### src/rtl/genius_jogo_param_if.sv
// Board-side I/O bundle of the Genius game core.
// Macro GENIUS_DIFICULDADE_EN adds the 'dificuldade' input.
//   master (board/bench): drives jogar, botoes[, dificuldade]; reads display and status.
//   slave  (game core)  : the reverse.
//   jogar        start/restart request (level)
//   botoes       raw player buttons, active-high
//   leds         one-hot playback / button echo
//   rodada       current sequence length
//   pontuacao    rounds completed
//   estado       FSM state code (debug)
//   ganhou/perdeu/fim_timeout/pronto  game outcome flags
interface genius_jogo_param_if #(
    parameter int unsigned N_BOTOES    = 4,
    parameter int unsigned MAX_RODADAS = 16
);
    localparam int unsigned RW = $clog2(MAX_RODADAS + 1);

`ifdef GENIUS_DIFICULDADE_EN
    logic                dificuldade;
`endif
    logic                jogar;
    logic [N_BOTOES-1:0] botoes;
    logic [N_BOTOES-1:0] leds;
    logic [RW-1:0]       rodada;
    logic [RW-1:0]       pontuacao;
    logic [3:0]          estado;
    logic                ganhou;
    logic                perdeu;
    logic                fim_timeout;
    logic                pronto;

    modport master (
`ifdef GENIUS_DIFICULDADE_EN
        output dificuldade,
`endif
        output jogar, botoes,
        input  leds, rodada, pontuacao, estado, ganhou, perdeu, fim_timeout, pronto
    );

    modport slave (
`ifdef GENIUS_DIFICULDADE_EN
        input  dificuldade,
`endif
        input  jogar, botoes,
        output leds, rodada, pontuacao, estado, ganhou, perdeu, fim_timeout, pronto
    );
endinterface

### src/rtl/genius_jogo_param.sv
// Parametrised Genius/Simon game core: LFSR-generated sequence grown by one
// element per round, LED playback, then timed checking of player presses.
// Optional macro: GENIUS_DIFICULDADE_EN (adds 'dificuldade', latched in INIT;
// when 1, playback and timeout limits are halved).
// Ports:
//   clock   system clock, rising edge
//   reset   asynchronous, active-low
//   io      genius_jogo_param_if.slave (buttons, jogar, LEDs, status)
module genius_jogo_param #(
    parameter int unsigned N_BOTOES    = 4,
    parameter int unsigned MAX_RODADAS = 16,
    parameter int unsigned T_MOSTRA    = 25_000_000,
    parameter int unsigned T_TIMEOUT   = 150_000_000,
    parameter logic [15:0] LFSR_SEED   = 16'hACE1
) (
    input  logic                  clock,
    input  logic                  reset,
    genius_jogo_param_if.slave    io
);
    localparam int unsigned EW       = (N_BOTOES > 1) ? $clog2(N_BOTOES) : 1;
    localparam int unsigned RW       = $clog2(MAX_RODADAS + 1);
    localparam int unsigned AW       = (MAX_RODADAS > 1) ? $clog2(MAX_RODADAS) : 1;
    localparam int unsigned TMAX     = (T_TIMEOUT > T_MOSTRA) ? T_TIMEOUT : T_MOSTRA;
    localparam int unsigned TW       = $clog2(TMAX + 1);
    localparam int unsigned ON_STD   = (T_MOSTRA > 0) ? T_MOSTRA : 1;
    localparam int unsigned OFF_STD  = (T_MOSTRA / 2 > 0) ? T_MOSTRA / 2 : 1;
    localparam int unsigned TO_STD   = (T_TIMEOUT > 0) ? T_TIMEOUT : 1;
`ifdef GENIUS_DIFICULDADE_EN
    localparam int unsigned ON_FAST  = (T_MOSTRA / 2 > 0) ? T_MOSTRA / 2 : 1;
    localparam int unsigned OFF_FAST = (T_MOSTRA / 4 > 0) ? T_MOSTRA / 4 : 1;
    localparam int unsigned TO_FAST  = (T_TIMEOUT / 2 > 0) ? T_TIMEOUT / 2 : 1;
`endif

    typedef enum logic [3:0] {
        S_IDLE     = 4'd0,
        S_INIT     = 4'd1,
        S_ADD      = 4'd2,
        S_SHOW_ON  = 4'd3,
        S_SHOW_OFF = 4'd4,
        S_WAIT     = 4'd5,
        S_CHECK    = 4'd6,
        S_NEXT     = 4'd7,
        S_WIN      = 4'd8,
        S_LOSE     = 4'd9,
        S_TIMEOUT  = 4'd10
    } state_t;

    state_t              state_q, state_d;
    logic [15:0]         lfsr_q, lfsr_d;
    logic                jogar_s1_q, jogar_s2_q, jogar_prev_q;
    logic [N_BOTOES-1:0] botoes_s1_q, botoes_s2_q, botoes_prev_q;
    logic [RW-1:0]       rodada_q, rodada_d;
    logic [RW-1:0]       pontuacao_q, pontuacao_d;
    logic [RW-1:0]       idx_q, idx_d;
    logic [TW-1:0]       tmr_q, tmr_d;
    logic [N_BOTOES-1:0] press_vec_q, press_vec_d;
    logic [N_BOTOES-1:0] leds_q, leds_d;
    logic                ganhou_q, ganhou_d;
    logic                perdeu_q, perdeu_d;
    logic                fim_timeout_q, fim_timeout_d;
    logic                pronto_q, pronto_d;
    logic [EW-1:0]       mem_q [MAX_RODADAS];

    logic                jogar_pulse;
    logic                press;
    logic                mem_we;
    logic [EW-1:0]       new_elem;
    logic [EW-1:0]       rd_elem;
    logic [RW-1:0]       last_idx;
    logic [TW-1:0]       on_last, off_last, to_last;

    function automatic logic [N_BOTOES-1:0] onehot(input logic [EW-1:0] e);
        onehot = N_BOTOES'(1) << e;
    endfunction

`ifdef GENIUS_DIFICULDADE_EN
    logic dif_s1_q, dif_s2_q, dif_q, dif_d;

    // Difficulty is synchronized like any other pin but only latched in INIT
    always_ff @(posedge clock or negedge reset) begin
        if (!reset) begin
            dif_s1_q <= 1'b0;
            dif_s2_q <= 1'b0;
            dif_q    <= 1'b0;
        end else begin
            dif_s1_q <= io.dificuldade;
            dif_s2_q <= dif_s1_q;
            dif_q    <= dif_d;
        end
    end

    always_comb begin
        dif_d    = (state_q == S_INIT) ? dif_s2_q : dif_q;
        on_last  = dif_q ? TW'(ON_FAST - 1)  : TW'(ON_STD - 1);
        off_last = dif_q ? TW'(OFF_FAST - 1) : TW'(OFF_STD - 1);
        to_last  = dif_q ? TW'(TO_FAST - 1)  : TW'(TO_STD - 1);
    end
`else
    always_comb begin
        on_last  = TW'(ON_STD - 1);
        off_last = TW'(OFF_STD - 1);
        to_last  = TW'(TO_STD - 1);
    end
`endif

    // Input synchronizers plus one history stage for edge detection
    always_ff @(posedge clock or negedge reset) begin
        if (!reset) begin
            jogar_s1_q    <= 1'b0;
            jogar_s2_q    <= 1'b0;
            jogar_prev_q  <= 1'b0;
            botoes_s1_q   <= '0;
            botoes_s2_q   <= '0;
            botoes_prev_q <= '0;
        end else begin
            jogar_s1_q    <= io.jogar;
            jogar_s2_q    <= jogar_s1_q;
            jogar_prev_q  <= jogar_s2_q;
            botoes_s1_q   <= io.botoes;
            botoes_s2_q   <= botoes_s1_q;
            botoes_prev_q <= botoes_s2_q;
        end
    end

    // A press is any all-zero to non-zero transition of the synced buttons
    always_comb begin
        jogar_pulse = jogar_s2_q & ~jogar_prev_q;
        press       = (|botoes_s2_q) & ~(|botoes_prev_q);
        lfsr_d      = {lfsr_q[14:0], lfsr_q[15] ^ lfsr_q[13] ^ lfsr_q[12] ^ lfsr_q[10]};
        new_elem    = EW'(16'(lfsr_q[7:0]) % 16'(N_BOTOES));
        last_idx    = RW'(rodada_q - RW'(1));
    end

    // Next-state and datapath
    always_comb begin
        state_d       = state_q;
        rodada_d      = rodada_q;
        pontuacao_d   = pontuacao_q;
        idx_d         = idx_q;
        tmr_d         = tmr_q;
        press_vec_d   = press_vec_q;
        ganhou_d      = ganhou_q;
        perdeu_d      = perdeu_q;
        fim_timeout_d = fim_timeout_q;
        pronto_d      = pronto_q;
        mem_we        = 1'b0;
        leds_d        = '0;
        rd_elem       = '0;

        case (state_q)
            S_IDLE: begin
                if (jogar_pulse) state_d = S_INIT;
            end
            S_INIT: begin
                rodada_d      = '0;
                pontuacao_d   = '0;
                idx_d         = '0;
                tmr_d         = '0;
                ganhou_d      = 1'b0;
                perdeu_d      = 1'b0;
                fim_timeout_d = 1'b0;
                pronto_d      = 1'b0;
                state_d       = S_ADD;
            end
            S_ADD: begin
                mem_we   = 1'b1;
                rodada_d = rodada_q + RW'(1);
                idx_d    = '0;
                tmr_d    = '0;
                state_d  = S_SHOW_ON;
            end
            S_SHOW_ON: begin
                if (tmr_q == on_last) begin
                    tmr_d   = '0;
                    state_d = S_SHOW_OFF;
                end else begin
                    tmr_d = tmr_q + TW'(1);
                end
            end
            S_SHOW_OFF: begin
                if (tmr_q == off_last) begin
                    tmr_d = '0;
                    if (idx_q == last_idx) begin
                        idx_d   = '0;
                        state_d = S_WAIT;
                    end else begin
                        idx_d   = idx_q + RW'(1);
                        state_d = S_SHOW_ON;
                    end
                end else begin
                    tmr_d = tmr_q + TW'(1);
                end
            end
            S_WAIT: begin
                // A press on the expiry cycle still counts
                if (press) begin
                    press_vec_d = botoes_s2_q;
                    state_d     = S_CHECK;
                end else if (tmr_q == to_last) begin
                    fim_timeout_d = 1'b1;
                    pronto_d      = 1'b1;
                    state_d       = S_TIMEOUT;
                end else begin
                    tmr_d = tmr_q + TW'(1);
                end
            end
            S_CHECK: begin
                if (press_vec_q != onehot(mem_q[AW'(idx_q)])) begin
                    perdeu_d = 1'b1;
                    pronto_d = 1'b1;
                    state_d  = S_LOSE;
                end else if (idx_q == last_idx) begin
                    state_d = S_NEXT;
                end else begin
                    idx_d   = idx_q + RW'(1);
                    tmr_d   = '0;
                    state_d = S_WAIT;
                end
            end
            S_NEXT: begin
                pontuacao_d = pontuacao_q + RW'(1);
                if (rodada_q == RW'(MAX_RODADAS)) begin
                    ganhou_d = 1'b1;
                    pronto_d = 1'b1;
                    state_d  = S_WIN;
                end else begin
                    state_d = S_ADD;
                end
            end
            S_WIN, S_LOSE, S_TIMEOUT: begin
                // Flags drop on the same edge INIT is entered
                if (jogar_pulse) begin
                    ganhou_d      = 1'b0;
                    perdeu_d      = 1'b0;
                    fim_timeout_d = 1'b0;
                    pronto_d      = 1'b0;
                    state_d       = S_INIT;
                end
            end
            default: state_d = S_IDLE;
        endcase

        // LEDs are registered against the next state so they line up with estado;
        // the element written in ADD is forwarded for the first playback slot.
        if (state_d == S_SHOW_ON) begin
            if (mem_we && (rodada_q == idx_d)) rd_elem = new_elem;
            else                               rd_elem = mem_q[AW'(idx_d)];
            leds_d = onehot(rd_elem);
        end else if ((state_q == S_WAIT) && (state_d == S_WAIT)) begin
            leds_d = botoes_s2_q;
        end
    end

    // State and control registers
    always_ff @(posedge clock or negedge reset) begin
        if (!reset) begin
            state_q       <= S_IDLE;
            lfsr_q        <= LFSR_SEED;
            rodada_q      <= '0;
            pontuacao_q   <= '0;
            idx_q         <= '0;
            tmr_q         <= '0;
            press_vec_q   <= '0;
            leds_q        <= '0;
            ganhou_q      <= 1'b0;
            perdeu_q      <= 1'b0;
            fim_timeout_q <= 1'b0;
            pronto_q      <= 1'b0;
        end else begin
            state_q       <= state_d;
            lfsr_q        <= lfsr_d;
            rodada_q      <= rodada_d;
            pontuacao_q   <= pontuacao_d;
            idx_q         <= idx_d;
            tmr_q         <= tmr_d;
            press_vec_q   <= press_vec_d;
            leds_q        <= leds_d;
            ganhou_q      <= ganhou_d;
            perdeu_q      <= perdeu_d;
            fim_timeout_q <= fim_timeout_d;
            pronto_q      <= pronto_d;
        end
    end

    // Sequence memory; contents are irrelevant until written in ADD
    always_ff @(posedge clock) begin
        if (mem_we) mem_q[AW'(rodada_q)] <= new_elem;
    end

    assign io.leds        = leds_q;
    assign io.rodada      = rodada_q;
    assign io.pontuacao   = pontuacao_q;
    assign io.estado      = state_q;
    assign io.ganhou      = ganhou_q;
    assign io.perdeu      = perdeu_q;
    assign io.fim_timeout = fim_timeout_q;
    assign io.pronto      = pronto_q;
endmodule

### src/flat_wrapper.sv
// flat-port wrapper written by rule: the top's interface ports become plain ports
module genius_jogo_param_flat 
#(
    parameter int unsigned N_BOTOES    = 4,
    parameter int unsigned MAX_RODADAS = 16,
    parameter int unsigned T_MOSTRA    = 25_000_000,
    parameter int unsigned T_TIMEOUT   = 150_000_000,
    parameter logic [15:0] LFSR_SEED   = 16'hACE1
)
  (clock, reset, io_jogar, io_botoes, io_leds, io_rodada, io_pontuacao, io_estado, io_ganhou, io_perdeu, io_fim_timeout, io_pronto);
  genius_jogo_param_if #(.N_BOTOES(N_BOTOES), .MAX_RODADAS(MAX_RODADAS)) io_i ();
  input  logic clock;
  input  logic reset;
  input wire logic [$bits(io_i.jogar)-1:0] io_jogar;
  input wire logic [$bits(io_i.botoes)-1:0] io_botoes;
  output wire logic [$bits(io_i.leds)-1:0] io_leds;
  output wire logic [$bits(io_i.rodada)-1:0] io_rodada;
  output wire logic [$bits(io_i.pontuacao)-1:0] io_pontuacao;
  output wire logic [$bits(io_i.estado)-1:0] io_estado;
  output wire logic [$bits(io_i.ganhou)-1:0] io_ganhou;
  output wire logic [$bits(io_i.perdeu)-1:0] io_perdeu;
  output wire logic [$bits(io_i.fim_timeout)-1:0] io_fim_timeout;
  output wire logic [$bits(io_i.pronto)-1:0] io_pronto;
  assign io_i.jogar = io_jogar;
  assign io_i.botoes = io_botoes;
  assign io_leds = io_i.leds;
  assign io_rodada = io_i.rodada;
  assign io_pontuacao = io_i.pontuacao;
  assign io_estado = io_i.estado;
  assign io_ganhou = io_i.ganhou;
  assign io_perdeu = io_i.perdeu;
  assign io_fim_timeout = io_i.fim_timeout;
  assign io_pronto = io_i.pronto;
  genius_jogo_param #(.N_BOTOES(N_BOTOES), .MAX_RODADAS(MAX_RODADAS), .T_MOSTRA(T_MOSTRA), .T_TIMEOUT(T_TIMEOUT), .LFSR_SEED(LFSR_SEED)) u_core (.clock(clock), .reset(reset), .io(io_i));
endmodule
### config.mk
export PLATFORM = sky130hd
export DESIGN_NAME = genius_jogo_param_flat
export DESIGN_NICKNAME = d
export VERILOG_FILES = /design/src/rtl/genius_jogo_param_if.sv /design/src/rtl/genius_jogo_param.sv /design/src/flat_wrapper.sv
export SDC_FILE = /design/constraint.sdc
export NUM_CORES = 1
export LEC_CHECK = 0
export ABC_CLOCK_PERIOD_IN_PS = 5400
export CORE_UTILIZATION = 39
export DETAILED_ROUTE_END_ITERATION = 8
export DONT_BUFFER_PORTS = 1
export HOLD_SLACK_MARGIN = 0.15
export MAX_ROUTING_LAYER = met4
export PLACE_DENSITY = 0.6
export SYNTH_ARGS = -nofsm -noshare
export SYNTH_HDL_FRONTEND = slang
export SYNTH_SLANG_ARGS = --single-unit
export TNS_END_PERCENT = 5
### constraint.sdc
create_clock -name clock -period 5.4 [get_ports clock]
set_clock_uncertainty 0.15 [all_clocks]
set_input_delay 0.27 -clock clock [delete_from_list [all_inputs] [get_ports clock]]
set_output_delay 0.27 -clock clock [all_outputs]
set_load 0.03 [all_outputs]
==> results of run 1 <==
[Yosys cell counts, types with 5 or more instances]
library cell | n | area (sq um)
nand3_1 | 45 | 225
mux4_1 | 5 | 131
ha_1 | 8 | 100
dfstp_2 | 8 | 210
a21oi_1 | 16 | 80.1
dfrtp_1 | 82 | 2050
edfxtp_1 | 32 | 961
nor2_1 | 65 | 244
nand2_1 | 44 | 165
mux2i_1 | 14 | 140
inv_1 | 15 | 56.3
clkbuf_1 | 12 | 45.0
nor2b_1 | 5 | 31.3
buf_2 | 7 | 35.0
nand2b_1 | 15 | 93.8
nand4_1 | 12 | 75.1
o21ai_1 | 5 | 25.0
a22o_1 | 6 | 52.6
or3_1 | 8 | 50.1
mux2_2 | 7 | 78.8
xor2_1 | 18 | 158
a311oi_1 | 5 | 43.8
o21ai_0 | 31 | 155
xnor2_1 | 15 | 131
nor3_1 | 16 | 80.1
and3_1 | 8 | 50.1
o211ai_1 | 10 | 75.1
[per-stage QoR]
| step | instances | area [sq um] | worst slack [ns] |
|---|---|---|---|
| global route | 853 | 7370 | 0.304 |
| detailed placement | 815 | 6670 | 0.618 |
| finish | 853 | 7370 | 0.585 |
| global placement | 815 | 6670 | 0.700 |
| floorplan | 611 | 6430 | 1.03 |
| CTS | 853 | 7370 | 0.600 |
[layer usage]
metal  part of all wire  wire [um]
met2               0.44       6990
met4              0.021        330
met3              0.069       1090
met1               0.47       7470
met5                  0          0
[cell families (layout without fill, tap and decap cells)]
group	count (synthesis)	after routing	synth area share
AO/OA/AOI/OAI	116	116	0.128
buffers and inverters	40	66	0.0271
XOR/XNOR	33	33	0.0450
AND/OR/NAND/NOR	259	259	0.212
multiplexers	33	33	0.0707
flip-flops	122	122	0.501
adder cells (fa/ha/maj)	8	8	0.0156
[state kept, by name (all words and copies together) (netlist names)]
signal,count
u_core.io.fim_timeout,1
u_core.jogar_s1_q,1
u_core.io.rodada,5
u_core.io.perdeu,1
u_core.botoes_s1_q,4
u_core.tmr_q,28
u_core.io.ganhou,1
u_core.io.pronto,1
u_core.io.leds,4
u_core.botoes_prev_q,4
u_core.mem_q,32
u_core.idx_q,5
u_core.io.pontuacao,5
u_core.jogar_s2_q,1
u_core.press_vec_q,4
u_core.botoes_s2_q,4
u_core.jogar_prev_q,1
u_core.lfsr_q,16
u_core.io.estado,4
[worst max-delay path by stage]
stage                        startpoint                 to  slack (ns)  depth (start not counted)
finish              u_core.io.rodada[1]  u_core.io.leds[2]        0.59                         16
CTS                 u_core.io.rodada[1]  u_core.io.leds[2]        0.60                         16
global placement    u_core.io.rodada[0]  u_core.io.leds[2]        0.70                         16
detailed placement  u_core.io.rodada[1]  u_core.io.leds[2]        0.62                         16
floorplan           u_core.io.rodada[0]  u_core.io.leds[2]        1.03                         18
global route        u_core.io.rodada[0]  u_core.io.leds[2]        0.30                         16
[power by group through the flow]
stage | combinational, uW | sequential, uW | clock [uW]
2_1_floorplan | 473 | 1130 | 0
3_3_place_gp | 645 | 1140 | 0
3_5_place_dp | 654 | 1140 | 0
4_1_cts | 678 | 1130 | 1190
5_1_grt | 746 | 1140 | 1230
6_report | 679 | 1130 | 1160
[cells in the final DEF (no fill, tap or decap), types with 6 or more instances in the layout]
cell,instances
a21oi_1,16
a22o_1,6
and3_1,8
buf_4,12
clkbuf_16,18
dfrtp_1,82
dfstp_2,8
dlygate4sd3_1,6
edfxtp_1,32
ha_1,8
inv_1,15
mux2_2,7
mux2i_1,14
nand2_1,44
nand2b_1,15
nand3_1,45
nand4_1,12
nor2_1,65
nor3_1,16
o211ai_1,10
o21ai_0,31
or3_1,8
xnor2_1,15
xor2_1,18
[timing repair]
item | CTS | global route
hold endpoints to repair | 95 | 0
buffers inserted | 0 | 0
hold buffers | 7 | 0
endpoints found under the setup margin | 0 | 0
[worst reg2reg max path, stage by stage, from the launching register on]
cell and delay [ns]:
dfrtp_1 0.42, inv_1 0.10, ha_1 0.32, xnor2_1 0.13, nor3_1 0.40, and3_1 0.41, inv_1 0.15, ha_1 0.22
o21ai_0 0.24, nand3_1 0.13, o21a_1 0.27, nor2_2 0.53, mux2_2 0.41, o211ai_1 0.15, nand4_1 0.21, o211a_1 0.26
a22o_1 0.20
[cell type report]
| cell class | instances | share of cell area |
|---|---|---|
| flip-flops and latches | 122 | 0.437 |
| multi-input cells | 449 | 0.411 |
| clock buffers | 23 | 0.0664 |
| well taps | 216 | 0.0367 |
| repair buffers | 19 | 0.0241 |
| clock inverters | 8 | 0.0160 |
| inverters | 16 | 0.00815 |
==> flow_metrics.env, run 1 <==
export IMPL_synth_cell_types=77
export IMPL_multiInputGateArea_sq_mm=0.00303
export IMPL_holdPathStages=0
export IMPL_fill_cells=1506
export IMPL_root_buffer="clkbuf_16"
export IMPL_coreArea_sq_mm=0.0160
export IMPL_yosys_warnings=0
export IMPL_max_freq_mhz=208
export IMPL_vias=4828
export IMPL_grt_max_degree=91
export IMPL_min_period_over_period=0.892
export IMPL_dieWidth_um=130
export IMPL_pwr_share_clk=0.392
export IMPL_critPathMaxFanout=11
export IMPL_max_cap_violations=0
export IMPL_cts_resized=0
export IMPL_final_core_util=0.461
export IMPL_grt_pass1_vias=4512
export IMPL_max_stage_delay_ns=0.52
export IMPL_hold_viol=0
export IMPL_timing_slew_headroom=0.282
export IMPL_hpwl_um=11500
export IMPL_fp_dieArea_sq_mm=0.0170
export IMPL_antenna_found_initial=0
export IMPL_ios=29
export IMPL_use_met3=0.0615
export IMPL_cts_buffers_inserted=17
export IMPL_status="finished clean"
export IMPL_hold_start="u_core.lfsr_q[3]"
export IMPL_drive_gt1_frac=0.129
export IMPL_vias_per_cell=5.66
export IMPL_syn_inst=611
export IMPL_use_met1=0.267
export IMPL_path_cells="inv_1 > ha_1 > xnor2_1 > nor3_1 > and3_1 > inv_1 > ha_1 > o21ai_0 > nand3_1 > o21a_1 > nor2_2 > mux2_2 > o211ai_1 > nand4_1 > o211a_1 > a22o_1"
export IMPL_post_route_min_period_ns=4.81
export IMPL_path_delay_family="simple AND/OR/NAND/NOR gates"
export IMPL_p_int_uw=2030
export IMPL_netlist_area_sq_mm=0.00643
export IMPL_pwr_share_seq=0.380
export IMPL_final_seq_area_sq_mm=0.00322
export IMPL_clock_sinks=122
export IMPL_clk_latency_ns=0.43
export IMPL_gp_congestion=0.894
export IMPL_worstMarginPinSlew_ns=1.07
export IMPL_min_to="u_core.lfsr_q[4]"
export IMPL_dr_pass1_iters=5
export IMPL_grt_pass1_wl_um=24700
export IMPL_regToRegStartpoint="u_core.io.rodada[1]"
export IMPL_cp_arrival_ns=4.97
export IMPL_cts_buffer_depth=2
export IMPL_antennaDiodeCount=0
export IMPL_start_util=0.402
export IMPL_reg2reg_setup_slack_ns=0.59
export IMPL_syn2layout_area_growth_pct=14.6
export IMPL_port_buffers=0
export IMPL_detail_route_antenna_nets=0
export IMPL_power_density_mw_per_mm2=403
export IMPL_drt_wl_total_um=15900
export IMPL_synth_edff_count=32
export IMPL_syn_nets=626
export IMPL_overflow=0
export IMPL_synthFlopType="dfrtp_1"
export IMPL_async_flop_share=0.738
export IMPL_worst_setup_path_start_kind="flop"
export IMPL_worstRegToRegCells=16
export IMPL_swShare=0.318
export IMPL_grtUsageMet2=0.287
export IMPL_gr_usage_all_layers=0.202
export IMPL_rsz0062_at_grt="no"
export IMPL_die_height_um=130
export IMPL_slew_violations=0
export IMPL_worst_path_max_delay_cell="nor2_2"
export IMPL_ys_ff_latch=122
export IMPL_power_leakage_uw=0.00284
export IMPL_tns_ns=0
export IMPL_setup_viol=0
export IMPL_p_comb_frac=0.229
export IMPL_cts_max_level=4
export IMPL_path_buf_inv=2
export IMPL_final_nets=640
export IMPL_required_ns=5.55
export IMPL_yosysSeqAreaShare=0.501
export IMPL_rows=46
export IMPL_cts_tree="yes"
export IMPL_p_sw_uw=944
export IMPL_drt_initial_drc_count=393
export IMPL_crit_type="flop to flop"
export IMPL_avgSynthCellArea_sq_um=10.5
export IMPL_holdWs_ns=0.195
export IMPL_cp_end_kind="flop"
export IMPL_worst_r2r_endpoint="u_core.io.leds[2]"
export IMPL_cts_clk_slew_worst_paths_ns=0.06
export IMPL_wire_per_inst_um=18.6
export IMPL_grt_busiest_layer="met2"
export IMPL_p_total_uw=2970
export IMPL_worstHoldPathType="flop to flop"
export IMPL_drcViolationCount=0
export IMPL_vdd_drop_max_mv=0.259
No activity file was read; power rests on OpenSTA's default activity.
==> inputs of run 2 (changes only) <==
CORE_ASPECT_RATIO = 0.7   (was unset)
==> run 2 against run 1 <==
Net effect: clock power fell by 6%; global-route usage rose by 1.6 points; register-to-register slack got worse by 0.21 ns; non-clock buffer count rose by 5; routed wire length rose by 6.9%; critical path depth rose by 1; utilization rose by 0.69 points; design area rose by 0.14%; sequential share of layout area fell by 0.059 points; sequential power fell by 4%; via count rose by 0.95%; clock-buffer cell count fell by 5.
==> flow_metrics.env, run 2 (same netlist as run 1, synthesis figures left out) <==
export IMPL_placed_cells=824
export IMPL_critPathMaxFanout=9
export IMPL_grt_pass1_wl_um=26600
export IMPL_rsz0062_at_grt="no"
export IMPL_antennaDiodeCount=0
export IMPL_rows=38
export IMPL_drt_wl_total_um=17000
export IMPL_die_height_um=109
export IMPL_p_total_uw=2920
export IMPL_vias=4874
export IMPL_gr_usage_all_layers=0.218
export IMPL_coreArea_sq_mm=0.0158
export IMPL_reg_top3="u_core.mem_q: 32 flops, u_core.tmr_q: 28 flops, u_core.lfsr_q: 16 flops"
export IMPL_vias_per_cell=5.65
export IMPL_cts_clk_slew_worst_paths_ns=0.06
export IMPL_power_density_mw_per_mm2=395
export IMPL_vdd_drop_max_mv=0.212
export IMPL_grt_max_degree=91
export IMPL_clock_sinks=122
export IMPL_timing_slew_headroom=0.235
export IMPL_syn2layout_area_growth_pct=14.8
export IMPL_slew_violations=0
export IMPL_detail_route_antenna_nets=0
export IMPL_final_nets=645
export IMPL_required_ns=5.55
export IMPL_antenna_found_initial=0
export IMPL_min_period_over_period=0.930
export IMPL_fp_dieArea_sq_mm=0.0170
export IMPL_drive_gt1_frac=0.142
export IMPL_tns_ns=0
export IMPL_drt_initial_drc_count=525
export IMPL_final_core_util=0.467
export IMPL_worst_setup_path_start_kind="flop"
export IMPL_mostFrequentLayoutCell="dfrtp_1"
export IMPL_cp_end_kind="flop"
export IMPL_worstRegToRegCells=17
export IMPL_regToRegStartpoint="u_core.io.rodada[0]"
export IMPL_status="finished clean"
export IMPL_startpoint="u_core.io.rodada[0]"
export IMPL_hpwl_um=12400
export IMPL_max_cap_violations=0
export IMPL_worst_r2r_endpoint="u_core.io.leds[2]"
export IMPL_largest_reg_flops=32
export IMPL_worstHoldPathType="flop to flop"
export IMPL_hold_viol=0
export IMPL_setup_viol=0
export IMPL_cts_buffers_inserted=17
export IMPL_cts_resized=0
export IMPL_cts_tree="yes"
export IMPL_ios=29
export IMPL_cts_buffer_depth=2
export IMPL_endpoint="u_core.io.leds[2]"
export IMPL_cts_setup_buffers=0
export IMPL_grt_pass1_vias=4556
export IMPL_wire_per_inst_um=19.7
export IMPL_clk_latency_ns=0.42
export IMPL_port_buffers=0
export IMPL_reg2reg_setup_slack_ns=0.38
export IMPL_worstMarginPinSlew_ns=1.14
export IMPL_regMostFlops="u_core.mem_q"
export IMPL_power_leakage_uw=0.00285
export IMPL_overflow=0
export IMPL_cp_arrival_ns=5.17
export IMPL_root_buffer="clkbuf_16"
export IMPL_holdWs_ns=0.200
export IMPL_gp_congestion=0.936
export IMPL_max_freq_mhz=199
export IMPL_layout_cells_non_filler=863
export IMPL_drcViolationCount=0
export IMPL_start_util=0.407
export IMPL_post_route_min_period_ns=5.02
export IMPL_dieWidth_um=155
export IMPL_final_cell_mix="dfrtp_1 (82), nor2_1 (65), nand3_1 (45)"
export IMPL_dr_pass1_iters=5
export IMPL_crit_type="flop to flop"
export IMPL_cts_max_level=4
-- run 2: cell type report --
class | instances | area [sq um]
fill | 1457 | 8410
sequential | 122 | 3220
tap | 220 | 275
multi-input combinational | 449 | 3030
timing repair buffer | 24 | 215
clock inverter | 14 | 124
clock buffer | 18 | 450
inverter | 16 | 60.1
-- run 2: through the flow --
stage | area (sq um) | worst slack, ns
2_1_floorplan | 6430 | 1.03
3_3_place_gp | 6720 | 0.825
3_5_place_dp | 6720 | 0.608
4_1_cts | 7380 | 0.552
5_1_grt | 7380 | 0.104
6_report | 7380 | 0.378
-- run 2: how the worst min path moves through the flow --
stage,from,end,slack [ns],cells past startpoint
after floorplan,reset,u_core.botoes_prev_q[0],-0.18,0
after detailed placement,reset,u_core.botoes_s1_q[0],-0.17,0
after CTS,u_core.lfsr_q[2],u_core.lfsr_q[3],0.20,0
after global routing,u_core.lfsr_q[2],u_core.lfsr_q[3],0.21,0
after global placement,reset,u_core.lfsr_q[14],-0.17,0
final,u_core.lfsr_q[2],u_core.lfsr_q[3],0.20,0
-- run 2: repair_timing --
| action | CTS | global route |
|---|---|---|
| hold endpoints to repair | 95 | 0 |
| endpoints found under the setup margin | 0 | 0 |
| hold buffers | 7 | 0 |
-- run 2: critical path, cell delays in order, from the launching register on --
cell and delay (ns):
dfrtp_1 0.41, inv_1 0.10, ha_1 0.33, xnor2_1 0.13
nor3_1 0.47, and3_1 0.46, inv_1 0.16, ha_1 0.23
o21ai_0 0.26, nand3_1 0.14, o21a_1 0.33, nor2_2 0.23
buf_4 0.24, mux2_2 0.36, o211ai_1 0.20, nand4_1 0.23
o211a_1 0.27, a22o_1 0.20
-- run 2: routing by layer --
| layer | global-route usage | routed length (um) | vias up |
|---|---|---|---|
| met5 | - | 0 | - |
| met4 | 0.0588 | 219 | 0 |
| met3 | 0.0666 | 1380 | 18 |
| met2 | 0.265 | 6380 | 168 |
| met1 | 0.334 | 9000 | 2381 |
| li1 | - | - | 2307 |
-- run 2: power by group --
group	switching (uW)	internal [uW]
combinational	478	256
clock	460	631
sequential	86.6	1010
==> inputs of run 3 (changes only) <==
CORE_MARGIN = 4   (was unset)
==> run 3 against run 2 <==
Net effect: sequential share of layout area is 0.081 points lower; critical path depth unchanged; setup slack better by 0.19 ns; final cell count down 0.35%; design area grew 0.19%; clock power up 6%; global-route usage down 2.0 points; utilization decreased by 0.053 points; non-clock buffer count decreased by 3; die area is 9.6% higher; first-iteration DRC count is 26% higher; sequential power grew 5%; critical path type unchanged; largest cell class unchanged.
==> flow_metrics.env, run 3 (same netlist as run 1, synthesis figures left out) <==
export IMPL_status="finished clean"
export IMPL_cts_resized=0
export IMPL_clock_sinks=122
export IMPL_startpoint="u_core.io.rodada[0]"
export IMPL_cp_arrival_ns=4.98
export IMPL_pwr_share_seq=0.382
export IMPL_overflow=0
export IMPL_p_total_uw=2970
export IMPL_drcViolationCount=0
export IMPL_cts_buffer_depth=2
export IMPL_post_route_min_period_ns=4.84
export IMPL_die_height_um=115
export IMPL_regToRegStartpoint="u_core.io.rodada[0]"
export IMPL_path_buf_inv=3
export IMPL_dr_pass1_iters=5
export IMPL_rsz0062_at_grt="no"
export IMPL_max_freq_mhz=207
export IMPL_p_int_uw=1970
export IMPL_worst_path_max_delay_cell="and3_1"
export IMPL_cts_clk_slew_worst_paths_ns=0.06
export IMPL_hold_start="u_core.lfsr_q[9]"
export IMPL_required_ns=5.55
export IMPL_worstMarginPinSlew_ns=1.07
export IMPL_drt_initial_drc_count=660
export IMPL_cts_max_level=4
export IMPL_critPathMaxFanout=9
export IMPL_fp_dieArea_sq_mm=0.0186
export IMPL_crit_type="flop to flop"
export IMPL_grt_pass1_vias=4747
export IMPL_cp_end_kind="flop"
export IMPL_grt_pass1_wl_um=27500
export IMPL_drt_wl_total_um=17000
export IMPL_port_buffers=0
export IMPL_clk_latency_ns=0.42
export IMPL_setup_viol=0
export IMPL_syn2layout_area_growth_pct=15.0
export IMPL_gp_congestion=0.941
export IMPL_final_nets=642
export IMPL_max_stage_delay_ns=0.44
export IMPL_fill_cells=1436
export IMPL_root_buffer="clkbuf_16"
export IMPL_mostFrequentLayoutCell="dfrtp_1"
export IMPL_power_leakage_uw=0.00285
export IMPL_holdWs_ns=0.198
export IMPL_largest_reg_flops=32
export IMPL_drive_gt1_frac=0.138
export IMPL_rows=38
export IMPL_fin_ws_ns=0.563
export IMPL_reg_top3="u_core.mem_q: 32 flops, u_core.tmr_q: 28 flops, u_core.lfsr_q: 16 flops"
export IMPL_worstHoldPathType="flop to flop"
export IMPL_hpwl_um=12100
export IMPL_start_util=0.406
export IMPL_detail_route_antenna_nets=0
export IMPL_place_ws_ns=0.652
export IMPL_path_cells="inv_1 > ha_1 > xnor2_1 > nor3_1 > and3_1 > inv_1 > ha_1 > o21ai_0 > nand3_1 > o21a_1 > nor2_2 > buf_4 > mux2_2 > o211ai_1 > nand4_1 > o211a_1 > a22o_1"
export IMPL_swShare=0.339
export IMPL_p_sw_uw=1010
export IMPL_dieWidth_um=161
export IMPL_worst_setup_path_start_kind="flop"
export IMPL_slew_violations=0
export IMPL_pwr_share_clk=0.388
export IMPL_wire_per_inst_um=19.7
export IMPL_vdd_drop_max_mv=0.178
export IMPL_ios=29
export IMPL_coreArea_sq_mm=0.0158
export IMPL_hold_viol=0
export IMPL_timing_slew_headroom=0.283
export IMPL_vias=5011
export IMPL_cts_tree="yes"
export IMPL_min_period_over_period=0.896
export IMPL_vias_per_cell=5.83
export IMPL_tns_ns=0
export IMPL_max_cap_violations=0
export IMPL_power_density_mw_per_mm2=402
export IMPL_cts_buffers_inserted=17
export IMPL_antenna_found_initial=0
export IMPL_regMostFlops="u_core.mem_q"
export IMPL_grt_max_degree=91
export IMPL_gr_usage_all_layers=0.197
export IMPL_p_comb_frac=0.230
export IMPL_antennaDiodeCount=0
export IMPL_path_delay_family="simple AND/OR/NAND/NOR gates"
export IMPL_final_cell_mix="dfrtp_1 (82), nor2_1 (65), nand3_1 (45)"
-- run 3: cell count changes in the layout (fill, tap and decap cells not counted), moves of 2 or more --
cell / previous run / this run
buf_4: 17 / 14
inv_6: 6 / 4
clkbuf_8: 0 / 3
inv_8: 2 / 0
clkbuf_16: 18 / 20
-- run 3: through the flow --
stage / utilization / area, sq um / std cells
after floorplan: - / 6430 / 611
after global placement: 0.423 / 6690 / 821
after detailed placement: 0.423 / 6690 / 821
after CTS: 0.467 / 7390 / 860
after global routing: 0.467 / 7390 / 860
final: 0.467 / 7390 / 860
-- run 3: power groups by stage --
| stage | registers, uW | clock network, uW | logic, uW |
|---|---|---|---|
| final | 1140 | 1150 | 684 |
| after global routing | 1140 | 1230 | 758 |
| after CTS | 1130 | 1180 | 677 |
| after detailed placement | 1150 | 0 | 656 |
| after global placement | 1150 | 0 | 644 |
| after floorplan | 1130 | 0 | 473 |
-- run 3: final timing paths --
check | cells past startpoint | slack (ns) | to
min in group asynchronous | 2 | 0.30 | u_core.botoes_prev_q[0]
worst min register to register | 0 | 0.20 | u_core.lfsr_q[10]
worst min-delay path | 0 | 0.20 | u_core.lfsr_q[10]
worst max-delay path | 17 | 0.56 | u_core.io.leds[2]
max in group asynchronous | 2 | 4.44 | u_core.tmr_q[25]
worst max register to register | 17 | 0.56 | u_core.io.leds[2]
-- run 3: area by class of cell --
class,instances,area (sq um),share of cell area
clock inverter,9,68.8,0.00931
clock buffer,23,542,0.0733
sequential,122,3220,0.436
timing repair buffer,21,193,0.0261
tap,220,275,0.0372
multi-input combinational,449,3030,0.410
inverter,16,60.1,0.00812
-- run 3: worst register-to-register path: stages (launching register included) --
cell and delay [ns]:
dfrtp_1 0.41, inv_1 0.11, ha_1 0.34, xnor2_1 0.14, nor3_1 0.38, and3_1 0.44
inv_1 0.16, ha_1 0.22, o21ai_0 0.25, nand3_1 0.14, o21a_1 0.32, nor2_2 0.20
buf_4 0.23, mux2_2 0.36, o211ai_1 0.20, nand4_1 0.22, o211a_1 0.27, a22o_1 0.20
-- run 3: routing by layer --
layer / GRT usage / vias to the layer above / wire length, um
li1: - / 2295 / -
met1: 0.306 / 2471 / 8660
met2: 0.247 / 223 / 6610
met3: 0.0623 / 22 / 1560
met4: 0.0420 / 0 / 141
met5: - / - / 0
-- run 3: timing repair --
item / 4_1_cts / 5_1_grt
hold buffers: 7 / 0
setup buffers: 0 / 0
hold endpoints to repair: 95 / 0
